File: config.mk
export PLATFORM = sky130hd
export DESIGN_NAME = cdr_lock_ctrl
export DESIGN_NICKNAME = d
export VERILOG_FILES = /design/src/rtl/cdr_ctrl_pkg.sv /design/src/rtl/cdr_lock_ctrl_win_accum.sv /design/src/rtl/cdr_lock_ctrl.sv
export SDC_FILE = /design/constraint.sdc
export NUM_CORES = 1
export LEC_CHECK = 0
export CAP_MARGIN = 10
export CORE_MARGIN = 1.5
export CORE_UTILIZATION = 50
export CTS_CLUSTER_DIAMETER = 40
export DETAILED_ROUTE_END_ITERATION = 10
export PLACE_DENSITY = 0.83
export SYNTH_ARGS = -nofsm -noshare
export SYNTH_HDL_FRONTEND = slang
export SYNTH_SLANG_ARGS = --single-unit
File: constraint.sdc
create_clock -name clk -period 5.5 [get_ports clk]
set_clock_uncertainty 0.05 [all_clocks]
set_input_delay 1.375 -clock clk [delete_from_list [all_inputs] [get_ports clk]]
set_output_delay 1.375 -clock clk [all_outputs]
set_load 0.01 [all_outputs]
File: src/rtl/cdr_ctrl_pkg.sv
// cdr_ctrl_pkg: shared state and gain encodings for the CDR lock controller
package cdr_ctrl_pkg;
   typedef enum logic [1:0] {IDLE = 2'd0, ACQ = 2'd1, TRACK = 2'd2, LOCKED = 2'd3} cdr_state_e;
   typedef enum logic [1:0] {GAIN_HOLD = 2'd0, GAIN_TRACK = 2'd1, GAIN_ACQ = 2'd2} cdr_gain_e;
endpackage

File: src/rtl/cdr_lock_ctrl_win_accum.sv
// cdr_win_accum: per-window BBPD up/dn tally, window-end strobe, signed net and window class
module cdr_win_accum #(
   parameter int WIN_LOG2   = 8,
   parameter int LOCK_THR   = 16,
   parameter int UNLOCK_THR = 64
) (
   input  logic                       clk,
   input  logic                       rst_n,
   input  logic                       clear,
   input  logic                       run,
   input  logic                       up,
   input  logic                       dn,
   output logic                       win_end,
   output logic signed [WIN_LOG2+1:0] net,
   output logic                       good,
   output logic                       bad,
   output logic                       inconc
);
   logic [WIN_LOG2-1:0] wcnt;
   logic [WIN_LOG2:0]   up_cnt, dn_cnt, up_f, dn_f;
   logic [WIN_LOG2+1:0] mag;
   always_comb begin
      up_f    = up_cnt + (WIN_LOG2+1)'(up & ~dn);
      dn_f    = dn_cnt + (WIN_LOG2+1)'(dn & ~up);
      net     = $signed({1'b0, up_f}) - $signed({1'b0, dn_f});
      mag     = net[WIN_LOG2+1] ? -net : net;
      win_end = run && (&wcnt);
      inconc  = (up_f == '0) && (dn_f == '0);
      good    = !inconc && (mag <= (WIN_LOG2+2)'(LOCK_THR));
      bad     = mag > (WIN_LOG2+2)'(UNLOCK_THR);
   end
   always_ff @(posedge clk) begin
      if (!rst_n || clear) begin
         wcnt   <= '0;
         up_cnt <= '0;
         dn_cnt <= '0;
      end else if (run) begin
         wcnt   <= wcnt + WIN_LOG2'(1);
         up_cnt <= win_end ? '0 : up_f;
         dn_cnt <= win_end ? '0 : dn_f;
      end
   end
endmodule

File: src/rtl/cdr_lock_ctrl.sv
// cdr_lock_ctrl: CDR loop sequencer (hold/acquire/track) and window-based lock detector
module cdr_lock_ctrl
   import cdr_ctrl_pkg::*;
#(
   parameter int WIN_LOG2     = 8,
   parameter int ACQ_WINDOWS  = 4,
   parameter int LOCK_WINDOWS = 4,
   parameter int LOCK_THR     = 16,
   parameter int UNLOCK_THR   = 64
) (
   input  logic                       clk,
   input  logic                       rst_n,
   input  logic                       en,
   input  logic                       Up,
   input  logic                       Dn,
   output logic [1:0]                 gain_sel,
   output logic                       dlf_hold,
   output logic                       cdr_locked,
   output logic                       lock_lost,
   output logic [1:0]                 state_o,
   output logic signed [WIN_LOG2+1:0] imbalance_o
);
   localparam int AW = $clog2(ACQ_WINDOWS + 1);
   localparam int GW = $clog2(LOCK_WINDOWS + 1);
   cdr_state_e state;
   logic [AW-1:0] acq_cnt, acq_nxt;
   logic [GW-1:0] good_cnt, good_nxt;
   logic win_end, good, bad, inconc;
   logic signed [WIN_LOG2+1:0] net;
   cdr_win_accum #(.WIN_LOG2(WIN_LOG2), .LOCK_THR(LOCK_THR), .UNLOCK_THR(UNLOCK_THR)) u_accum (
      .clk(clk), .rst_n(rst_n), .clear(state == IDLE), .run(state != IDLE), .up(Up), .dn(Dn),
      .win_end(win_end), .net(net), .good(good), .bad(bad), .inconc(inconc)
   );
   assign state_o = state;
   always_comb begin
      acq_nxt  = (acq_cnt == AW'(ACQ_WINDOWS)) ? acq_cnt : acq_cnt + AW'(1);
      good_nxt = good_cnt + GW'(1);
   end
   always_ff @(posedge clk) begin
      assert (LOCK_THR < UNLOCK_THR);
      if (!rst_n || !en) begin
         state       <= IDLE;
         acq_cnt     <= '0;
         good_cnt    <= '0;
         gain_sel    <= GAIN_HOLD;
         dlf_hold    <= 1'b1;
         cdr_locked  <= 1'b0;
         lock_lost   <= 1'b0;
         imbalance_o <= '0;
      end else begin
         lock_lost <= 1'b0;
         if (win_end) imbalance_o <= net;
         case (state)
            IDLE: begin
               state    <= ACQ;
               gain_sel <= GAIN_ACQ;
               dlf_hold <= 1'b0;
               acq_cnt  <= '0;
               good_cnt <= '0;
            end
            ACQ: if (win_end) begin
               acq_cnt <= acq_nxt;
               if (acq_nxt >= AW'(ACQ_WINDOWS) && good) begin
                  state    <= TRACK;
                  gain_sel <= GAIN_TRACK;
                  good_cnt <= '0;
               end
            end
            TRACK: if (win_end) begin
               if (bad) begin
                  state    <= ACQ;
                  gain_sel <= GAIN_ACQ;
                  acq_cnt  <= '0;
                  good_cnt <= '0;
               end else if (good) begin
                  good_cnt <= good_nxt;
                  if (good_nxt >= GW'(LOCK_WINDOWS)) begin
                     state      <= LOCKED;
                     cdr_locked <= 1'b1;
                  end
               end else if (!inconc) good_cnt <= '0;
            end
            LOCKED: if (win_end && bad) begin
               state      <= ACQ;
               gain_sel   <= GAIN_ACQ;
               cdr_locked <= 1'b0;
               lock_lost  <= 1'b1;
               acq_cnt    <= '0;
               good_cnt   <= '0;
            end
         endcase
      end
   end
endmodule

* Yosys cells after proc, flatten, opt, wreduce, memory -nomap -nowiden
Index checks and enable logic that the tools add are counted.
** Storage, ports and cells
- Flip-flop bits (word level) :: 49
- Latch bits :: 0
- RAM bits :: 0
- ROM bits :: 0
- Output and inout port bits :: 17
- Word-level logic and storage cells :: 101
- Memories :: 0
** Operators by class
- Add/sub/neg operators :: 7
- $mul :: 0
- Divide/modulo/power cells :: 0
- $lt $le $gt $ge :: 4
- Eq/ne operators :: 15
- Shift operators :: 0
- Muxes and demuxes :: 37
- Bitwise gates (word level) :: 5
- Reduce and logical (&&, ||, !) cells :: 22
** Operators by type and width (count)
- $mux W3 :: 11
- $mux W2 :: 12
- $pmux W3 S4 :: 2
- $add A9 B9 Y9 :: 2
- $and A1 B9 Y9 :: 2
- $logic_not A9 Y1 :: 2
- $mux W9 :: 2
- $not A1 Y9 :: 2
- $pmux W2 S4 :: 2
- $ne A2 B2 Y1 const B :: 6
- $reduce_and A6 Y1 :: 2
- $gt A10 B7 Y1 const B :: 1
- $le A10 B5 Y1 const B :: 1
- $mux W10 :: 1
- $neg A10 Y10 :: 1
- $reduce_and A5 Y1 :: 2
- $sub A9 B9 Y10 :: 1
- $add A8 B1 Y8 const B :: 1
- $reduce_and A8 Y1 :: 1
- $add A3 B1 Y3 const B :: 2
- $ge A3 B3 Y1 const B :: 2
- $mux W1 :: 6
- $ne A3 B3 Y1 const B :: 2
- $logic_and A1 B1 Y1 :: 5
- 13 further kinds :: 19

* Depth between registers and ports, before layout
- Word-level depth :: 12
- Depth in mapped cells :: 19

* Modules after synthesis
Synthesis repeated with hierarchy kept, for this count alone.
** Unflattened totals
- Cells, all modules :: 366
- Area total of the unflattened synthesis :: 3094.2 um2
** By module, submodules not included
- cdr_win_accum :: times used 1, cells each 244, area each 1923.1 um2, sequential area each 520.5 um2
- cdr_lock_ctrl :: times used 1, cells each 122, area each 1171.1 um2, sequential area each 460.4 um2

* Worst setup path after synthesis
No wires, ideal clock.
- Path type :: input-to-reg
- Start :: input Up
- End :: register good_cnt[1]
- Library setup time :: 70 ps
- Arrival :: 5155 ps
- Path slack :: 225 ps
- Stages :: 16
- Cell sequence :: nor2b_1 > ha_1 > xnor2_1 > inv_1 > ha_1 > a21oi_1 > maj3_2 > a221o_1 > nor4b_1 > a211o_1 > a211o_1 > a31o_1 > buf_6 > or3_1 > or4b_1 > a21oi_1
** Between the ends
- Cells in the longest elaborated chain, start to end :: 12
** Ends and longest elaborated chain
- start: declaration :: line cdr_lock_ctrl.sv:14 : input logic Up,
- $not A1 Y9 :: line cdr_lock_ctrl_win_accum.sv:24 : dn_f = dn_cnt + (WIN_LOG2+1)'(dn & ~up);
- $and A1 B9 Y9 :: line cdr_lock_ctrl_win_accum.sv:24
- $add A9 B9 Y9 :: line cdr_lock_ctrl_win_accum.sv:24
- $sub A9 B9 Y10 :: line cdr_lock_ctrl_win_accum.sv:25 : net = $signed({1'b0, up_f}) - $signed({1'b0, dn_f});
- $neg A10 Y10 :: line cdr_lock_ctrl_win_accum.sv:26 : mag = net[WIN_LOG2+1] ? -net : net;
- $mux W10 :: line cdr_lock_ctrl_win_accum.sv:26
- $le A10 B5 Y1 :: line cdr_lock_ctrl_win_accum.sv:29 : good = !inconc && (mag <= (WIN_LOG2+2)'(LOCK_THR));
- $logic_and A1 B1 Y1 :: line cdr_lock_ctrl_win_accum.sv:29
- $mux W3 :: line cdr_lock_ctrl.sv:75 : end else if (good) begin
- $mux W3 :: line cdr_lock_ctrl.sv:70 : if (bad) begin
- $mux W3 :: line cdr_lock_ctrl.sv:69 : TRACK: if (win_end) begin
- $pmux W3 S4 :: line cdr_lock_ctrl.sv:53 : case (state)
- end signal: assignment :: line cdr_lock_ctrl.sv:76 : good_cnt <= good_nxt;
- end: declaration :: line cdr_lock_ctrl.sv:27 : logic [GW-1:0] good_cnt, good_nxt;
Parallel ways exist; a longest one is shown, timed or not. The select of a mux whose other input is x is not followed.
A chain may end at the register's enable or synchronous reset.

* Worst setup path in the final report
- Start :: input Dn
- End :: register good_cnt[1]
** Between the ends
- Cells in the longest elaborated chain, start to end :: 12
** Ends and longest elaborated chain
- start: declaration :: line cdr_lock_ctrl.sv:15 : input logic Dn,
- $not A1 Y9 :: line cdr_lock_ctrl_win_accum.sv:23 : up_f = up_cnt + (WIN_LOG2+1)'(up & ~dn);
- $and A1 B9 Y9 :: line cdr_lock_ctrl_win_accum.sv:23
- $add A9 B9 Y9 :: line cdr_lock_ctrl_win_accum.sv:23
- $sub A9 B9 Y10 :: line cdr_lock_ctrl_win_accum.sv:25
- $neg A10 Y10 :: line cdr_lock_ctrl_win_accum.sv:26
- $mux W10 :: line cdr_lock_ctrl_win_accum.sv:26
- $le A10 B5 Y1 :: line cdr_lock_ctrl_win_accum.sv:29
- $logic_and A1 B1 Y1 :: line cdr_lock_ctrl_win_accum.sv:29
- $mux W3 :: line cdr_lock_ctrl.sv:75
- $mux W3 :: line cdr_lock_ctrl.sv:70
- $mux W3 :: line cdr_lock_ctrl.sv:69
- $pmux W3 S4 :: line cdr_lock_ctrl.sv:53
Parallel ways exist; a longest one is shown, timed or not. The select of a mux whose other input is x is not followed.

==> out/metrics.cfg <==
[run_status]
status = finished, final reports clean

[synth]
synthCells = 383
netlist_area_um2 = 3260
synth-edff-count = 0
synth_seq_area_share_pct = 30.1
synth-seq-cells = 49
avgSynthCellArea_um2 = 8.50
synth_cell_type_count = 72
syn_nets = 409
yosysWarningCount = 0
synthArstFlopShare_pct = 0
synth-main-ff-cell = dfxtp_1

[clock_network]
cts_root_buf = clkbuf_8
cts_htree_levels = 2
cts_tree = done
hold_buffers = 0
cts.path.max_buffers = 2
clkSlewWorstSetupHoldPaths_ns = 0.10
cts_made_buffers = 5
clk-insertion-delay-late_ns = 0.31
cts_sinks = 49

[grt]
grt_overflow = 0
grt_pass1_wl_um = 14200
grt_pass1_vias = 3224
antenna_found_initial = 0
track_usage_pct = 24.3
grt_max_degree = 19

[routing]
wl_per_cell_um = 16.7
routed_wl_um = 9170
ant_nets = 0
dr_total_vias = 3329
drc = 0
vias_per_cell = 6.07
drtIter0Drc = 179
dr.pass1.iters = 5

[critical_path]
reg2reg_from = u_accum.up_cnt[0]
r2r_cells = 16
cp.required_ns = 5.69
cp-start-kind = primary input
worstPathMaxFanout = 5
critPathKind = in2reg
critPathArrivalTime_ns = 5.46
reg2reg_to = good_cnt[1]
reg2reg_slack_ns = 1.26
cp-end-kind = flip-flop

[floorplanning]
die_w_um = 83.7
fp.dieH_um = 83.7
std_cell_rows = 29
coreArea_um2 = 6310
dieArea_um2 = 7010
start_util_pct = 51.6
io-pin-count = 22

[timing]
hold_viol_final = 0
whs_ns = 0.407
final.period_utilization_pct = 95.8
setup_violations = 0
relSlewSlack_pct = 52.3
final_max_slew_viol_count = 0
tightest_slew_ns = 0.714
grt_setup_unrepaired = false
fmax_ghz = 0.190
period_minus_slack_ns = 5.27

[final_layout]
nets = 496
fin_area_um2 = 4380
antennaDiodeCount = 0
layout-drive-gt1-share_pct = 29.5
fillers = 467
syn2layout_area_growth_pct = 34.3

[hold_path]
whs_endpoint = dlf_hold
hp-start = dlf_hold
hp-class = reg2reg
hold_depth = 2

[place]
portBuffers = 21
place_hpwl_um = 6100
gp_congestion = 0.872
placed_cell_area_um2 = 4020

[job]
maxCapViolCount = 0

[power]
p_leak_nw = 1.72
max-vdd-ir-drop_mv = 0.136
p_per_area_nw_per_um2 = 173

sequential cells by signal (all words and copies together) (netlist names):
name,count
dlf_hold,1
u_accum.wcnt,8
u_accum.up_cnt,9
cdr_locked,1
lock_lost,1
gain_sel,2
good_cnt,3
u_accum.dn_cnt,9
state_o,2
imbalance_o,10
acq_cnt,3
layout by cell type, fill, tap and decap left out, types with 4 or more instances in the layout:
cell type        synthesis  final
buf_4                    1     71
dfxtp_1                 49     49
nor2_1                  45     44
nand2_1                 31     31
clkdlybuf4s50_1          0     19
a21oi_1                 21     18
inv_1                   17     16
xnor2_1                 19     16
nand3_1                 15     15
o21ai_0                 14     14
ha_1                    20     14
xor2_1                   9      8
and2_1                   7      7
nand4_1                  6      6
nor3_1                  11      6
nor3_2                   0      5
xnor2_2                  3      5
nand2b_1                 5      5
clkbuf_8                 0      5
nor2b_1                  6      4
a211oi_1                 5      4
a211o_1                  4      4
ha_4                     0      4
stage by stage:
| step | setup TNS (ns) | utilization (%) | worst slack (ns) | cells | total power, W |
|---|---|---|---|---|---|
| final | 0 | 69.3 | 0.231 | 548 | 0.000758 |
| after global routing | 0 | 69.3 | 0.0909 | 548 | 0.000786 |
| after CTS | -0.00562 | 65.9 | -0.00562 | 545 | 0.000735 |
| after detailed placement | -3.05 | 63.6 | -0.383 | 537 | 0.000509 |
| after global placement | -1.85 | 63.6 | -0.257 | 537 | 0.000504 |
| after floorplan | 0 | - | 0.225 | 383 | 0.000450 |
layer usage:
| metal | wire [um] | up-vias | track usage [%] |
|---|---|---|---|
| met1 | 3880 | 1614 | 28.5 |
| met2 | 4600 | 114 | 43.3 |
| met4 | 335 | 0 | 12.2 |
| met3 | 358 | 37 | 3.17 |
| met5 | 0 | - | 0 |
| li1 | - | 1564 | - |
layout make-up:
type	instances	area, um^2	share of cell area (%)
multi-input cells	305	2390	54.7
flip-flops and latches	49	981	22.4
repair buffers	92	748	17.1
well taps	77	96.3	2.20
clock buffers	5	68.8	1.57
inverters	17	63.8	1.46
clock inverters	3	25.0	0.572
cell usage after synthesis (4+ instances only):
library cell	count	area share, %
o21ai_0	14	2.2
a211oi_1	5	1.2
nor4_1	4	0.77
nand2_1	31	3.6
xnor2_1	19	5.1
a21oi_1	21	3.2
and2_1	7	1.3
nor3_1	11	1.7
inv_1	17	2.0
nand3_1	15	2.3
and3_1	4	0.77
ha_1	20	7.7
a211o_1	4	1.1
dfxtp_1	49	30
nand4_1	6	1.2
clkbuf_1	9	1.0
nor2b_1	6	1.2
nand2b_1	5	0.96
or3_1	4	0.77
nor2_1	45	5.2
xor2_1	9	2.4
report_power, final:
group	switching, W	internal (W)	total (W)
Clock	0.000134	0.0000920	0.000226
Combinational	0.0000895	0.0000827	0.000172
Sequential	0.00000256	0.000357	0.000360
Total	0.000226	0.000532	0.000758
cells by family after synthesis:
group                    synth area share, %
AND/OR/NAND/NOR                         27.4
buffers and inverters                   3.73
flip-flops                              30.1
XOR/XNOR                                10.9
multiplexers                            1.61
AO/OA/AOI/OAI                           17.6
adder cells (fa/ha/maj)                 8.64
repair_timing:
item                                    CTS  global route
cloned                                    0             0
endpoints found under the setup margin    7            11
setup buffers                             0             3
gates resized for setup                   9            38
pin swaps                                 3            13
how the worst max path moves through the flow:
stage	end	cells past startpoint	slack, ns	from
floorplan	good_cnt[1]	16	0.22	Up
global placement	good_cnt[1]	17	-0.26	Up
detailed placement	good_cnt[1]	17	-0.38	Up
CTS	good_cnt[1]	16	-0.006	Dn
global route	good_cnt[1]	17	0.09	Dn
finish	good_cnt[1]	17	0.23	Dn
critical path, cell delays in order:
cell and delay, ns:
dlymetal6s2s_1 0.16, nor2b_2 0.22, ha_2 0.31, ha_2 0.20, fa_2 0.41, o211ai_1 0.23, nand3_1 0.14, a311oi_2 0.38
buf_4 0.18, nor2_2 0.06, buf_4 0.14, xnor2_2 0.17, nor4_4 0.35, nor3_2 0.11, or3_4 0.39, or4b_4 0.49
a21oi_2 0.14
No activity file was read; power rests on OpenSTA's default activity.
